==> config.mk <==
export PLATFORM = sky130hd
export DESIGN_NAME = register_file
export DESIGN_NICKNAME = d
export VERILOG_FILES = /design/src/rtl/register_file.sv
export SDC_FILE = /design/constraint.sdc
export NUM_CORES = 2
export LEC_CHECK = 0
export ABC_AREA = 1
export BUFFER_PORTS_ARGS = -buffer_cell sky130_fd_sc_hd__buf_2
export CAP_MARGIN = 15
export CORE_MARGIN = 8
export CORE_UTILIZATION = 40
export CTS_BUF_LIST = sky130_fd_sc_hd__clkbuf_4 sky130_fd_sc_hd__clkbuf_8 sky130_fd_sc_hd__clkbuf_16
export CTS_CLUSTER_DIAMETER = 30
export DETAILED_ROUTE_END_ITERATION = 6
export PLACE_DENSITY_LB_ADDON = 0.08
export SLEW_MARGIN = 20
export SYNTH_ARGS = -nofsm -noshare
export SYNTH_HDL_FRONTEND = slang
export SYNTH_SLANG_ARGS = --single-unit
==> constraint.sdc <==
create_clock -name clk -period 3.1 [get_ports clk]
set_input_delay 0.31 -clock clk [delete_from_list [all_inputs] [get_ports clk]]
set_output_delay 0.31 -clock clk [all_outputs]
set_load 0.005 [all_outputs]
==> src/rtl/register_file.sv <==
// register_file: RV32I general-purpose register file.
//   2**AddrWidth entries of DataWidth bits, two combinational read ports and
//   one synchronous write port. Entry 0 always reads as zero.
//   Optional build macro REGISTER_FILE_BYPASS_EN: a read port whose index
//   matches an active write returns the incoming write data in the same cycle.
//   Without the macro, reads return the stored value until the clock edge.
module register_file #(
    parameter int DataWidth = 32,
    parameter int AddrWidth = 5
) (
    input  logic                 clk,
    input  logic                 rst_n,
    input  logic [AddrWidth-1:0] rs1,
    output logic [DataWidth-1:0] rs1_data_out,
    input  logic [AddrWidth-1:0] rs2,
    output logic [DataWidth-1:0] rs2_data_out,
    input  logic [AddrWidth-1:0] rd,
    input  logic                 rd_write_enable,
    input  logic [DataWidth-1:0] rd_data_in
);

    localparam int NumRegs = 2 ** AddrWidth;

    logic [DataWidth-1:0] regs_q [NumRegs];
    logic                 wr_fire;

    // A write takes effect only out of reset and never targets x0.
    assign wr_fire = rst_n && rd_write_enable && (rd != '0);

    // Storage update: synchronous clear has priority over the write port.
    always_ff @(posedge clk) begin
        if (!rst_n) begin
            for (int i = 0; i < NumRegs; i++) begin
                regs_q[i] <= '0;
            end
        end else if (wr_fire) begin
            regs_q[rd] <= rd_data_in;
        end
    end

    // Read port 1: x0 forced to zero, optional same-cycle forwarding.
    always_comb begin
        rs1_data_out = (rs1 == '0) ? '0 : regs_q[rs1];
`ifdef REGISTER_FILE_BYPASS_EN
        if (wr_fire && (rs1 == rd)) begin
            rs1_data_out = rd_data_in;
        end
`endif
    end

    // Read port 2: same rules as port 1, evaluated independently.
    always_comb begin
        rs2_data_out = (rs2 == '0) ? '0 : regs_q[rs2];
`ifdef REGISTER_FILE_BYPASS_EN
        if (wr_fire && (rs2 == rd)) begin
            rs2_data_out = rd_data_in;
        end
`endif
    end

endmodule

==> flow_metrics.py <==
metrics = {
    "pwr": {
        "switchingPower_mw": 12.7,
        "total_leakage_power_nw": 29.9,
        "power_frac_comb_pct": 9.7,
        "p_int_mw": 38.9,
        "powerDensity_nw_per_um2": 728,
        "vdd_drop_max_v": 0.000467,
        "total_power_mw": 51.6,
        "switching_share_pct": 24.5,
        "power_frac_seq_pct": 31.9,
        "p_clk_share_pct": 58.4,
    },
    "routing": {
        "drc_errors": 0,
        "ant_nets": 0,
        "wirelength_mm": 241,
        "wire_per_inst_um": 25.3,
        "drt_iter0_drc": 6491,
        "vias_per_cell": 5.67,
        "first_pass_iters": 6,
        "vias": 53900,
    },
    "floorplanning": {
        "io_pins": 114,
        "die_y_um": 392,
        "rows": 138,
        "start_util_pct": 40.1,
        "die_w_um": 392,
        "die_area_um2": 154000,
        "core_um2": 141000,
    },
    "cts": {
        "h-tree-depth": 5,
        "cts_resized": 0,
        "cts_tree": "yes",
        "root_buffer": "clkbuf_16",
        "cts_buffer_depth": 4,
        "clk_pin_slew_ps": 40,
        "clock_sinks": 1024,
        "numCtsBuffers": 297,
    },
    "sta": {
        "tns_ps": 0,
        "worst_pin_slew_ps": 926,
        "rsz0062_at_grt": "false",
        "final_hold_viol_count": 0,
        "maxSlewHeadroom_pct": 38.2,
        "maxSlewViolCount": 0,
        "fin_ws_ps": 154,
        "holdWs_ps": 27.3,
        "finalCritPeriodShare_pct": 95.0,
        "fmax_mhz": 339,
        "finalSetupViolCount": 0,
        "period_minus_slack_ps": 2950,
    },
    "layout": {
        "area_delta_synth_final_pct": 25.2,
        "drive_gt1_share_pct": 13.0,
        "regMostFlops": "regs_q",
        "fin_util_pct": 50.2,
        "antenna_cells": 0,
        "top_regs": "regs_q: 1024 flops",
        "final_cell_mix": "2,022 x nand2_1, 1,788 x nor2_1, 1,024 x edfxtp_1, 983 x nand3_1, 396 x o21ai_0",
        "finalNonFillerCells": 9514,
        "nNetsFinal": 7456,
        "fin_area_um2": 70800,
        "final_common_cell": "nand2_1",
        "largest_register_ffs": 1024,
    },
    "setup_path": {
        "worstPathMaxFanout": 2,
        "worstSetupPathType": "flop to output port",
        "crit_path_max_incr_delay_ps": 400,
        "crit_path_end_kind": "output port",
        "required_ps": 2790,
        "cp.arrival_ps": 2640,
        "crit_path_frequent_cell": "nor2_1",
        "critPathLaunchType": "flop",
        "crit_path_cell_trace": "nor2_1 > nor2_1 > o21ai_1 > a21oi_1 > nor2_1 > nand2_1 > nand2_1 > nor2_1 > buf_2",
        "crit_slowest_cell": "nor2_1",
    },
    "synth": {
        "syn_inst": 7255,
        "ys_seq_area_share_pct": 54.3,
        "yosysWarnings": 0,
        "syn-cell-area_um2": 56600,
        "synthDistinctLibCells": 20,
        "postSynthAreaPerCell_um2": 7.80,
        "ys_ff_latch": 1024,
    },
    "hold_path": {
        "worstHoldStart": "rd_data_in[14]",
        "min_to": "regs_q[16][14]",
        "whs_path_depth": 3,
        "hp-class": "input pin to flop",
    },
    "placed_design": {
        "io_buffers": 113,
        "dpl.cell_count": 8991,
        "placed_area_um2": 60900,
        "dpl.hpwl_mm": 142,
        "place_ws_ps": 366,
        "routabilityCongestion": 0.895,
    },
    "global_route": {
        "grt_pass1_wl_mm": 346,
        "grt_max_degree": 110,
        "antenna_found_initial": 1,
        "grt_pass1_vias": 51400,
        "overflow": 0,
        "grt_usage_pct": 30.4,
    },
    "outcome": {
        "status": "complete, no violations",
    },
    "flow_run": {
        "cap_viol_max_count": 0,
    },
}
power by group through the flow:
stage	clock, mW	combinational [mW]	sequential (mW)
2_1_floorplan	0	2.75	16.6
3_3_place_gp	0	4.88	16.6
3_5_place_dp	0	4.90	16.7
4_1_cts	30.4	4.93	16.4
5_1_grt	31.1	5.35	16.5
6_report	30.1	4.98	16.5
critical path: cells and delay by family (launching register included):
family          cells  cell delay [ps]
simple gates        6              950
flops               1              340
compound gates      2              240
buf+inv             1              210
logic make-up (layout without fill, tap and decap cells):
| logic type | count (synthesis) | in the layout | share of synthesized area, % |
|---|---|---|---|
| buf+inv | 784 | 1122 | 5.96 |
| compound gates | 579 | 579 | 5.22 |
| simple gates | 4867 | 4867 | 34.5 |
| flops | 1024 | 1024 | 54.3 |
| other cells | 1 | 32 | 0.00663 |
cells in the mapped netlist, drive strengths merged:
| cell type | instances | area share, % |
|---|---|---|
| a21oi | 121 | 1.1 |
| buf | 343 | 3.0 |
| clkbuf | 285 | 1.9 |
| clkinv | 3 | 0.020 |
| conb | 1 | 0.0066 |
| edfxtp | 1024 | 54 |
| inv | 153 | 1.0 |
| nand2 | 2084 | 14 |
| nand3 | 984 | 8.7 |
| nand4 | 1 | 0.011 |
| nor2 | 1790 | 12 |
| nor3 | 8 | 0.071 |
| o211ai | 23 | 0.31 |
| o21ai | 435 | 3.8 |
area by class of cell:
cell class              instances  area (um^2)
multi-input cells            5478        22800
clock inverters               170         1940
well taps                    1890         2360
inverters                     156          626
clock buffers                 347         7910
fillers                     13300        70200
repair buffers                449         4480
flip-flops and latches       1024        30700
metal layers:
metal,GRT usage [%],wire [um]
met5,0,12
met4,16.9,14000
met3,5.32,22900
met2,47.4,108000
met1,40.1,96500
what timing repair did:
action / CTS / global route
hold buffers: 6 / 0
endpoints found under the hold margin: 35 / 0
setup buffers: 0 / 0
worst max-delay path by stage:
stage                  start                to  slack (ps)  depth (start not counted)
2_1_floorplan          rd[3]     regs_q[10][0]         770                         11
3_3_place_gp          rs2[0]  rs2_data_out[31]         360                         12
3_5_place_dp          rs2[2]  rs2_data_out[19]         370                          9
4_1_cts        regs_q[0][19]  rs2_data_out[19]         100                          9
5_1_grt        regs_q[5][31]  rs1_data_out[31]          30                          9
6_report       regs_q[2][19]  rs2_data_out[19]         150                          9
No activity file was read; power rests on OpenSTA's default activity.
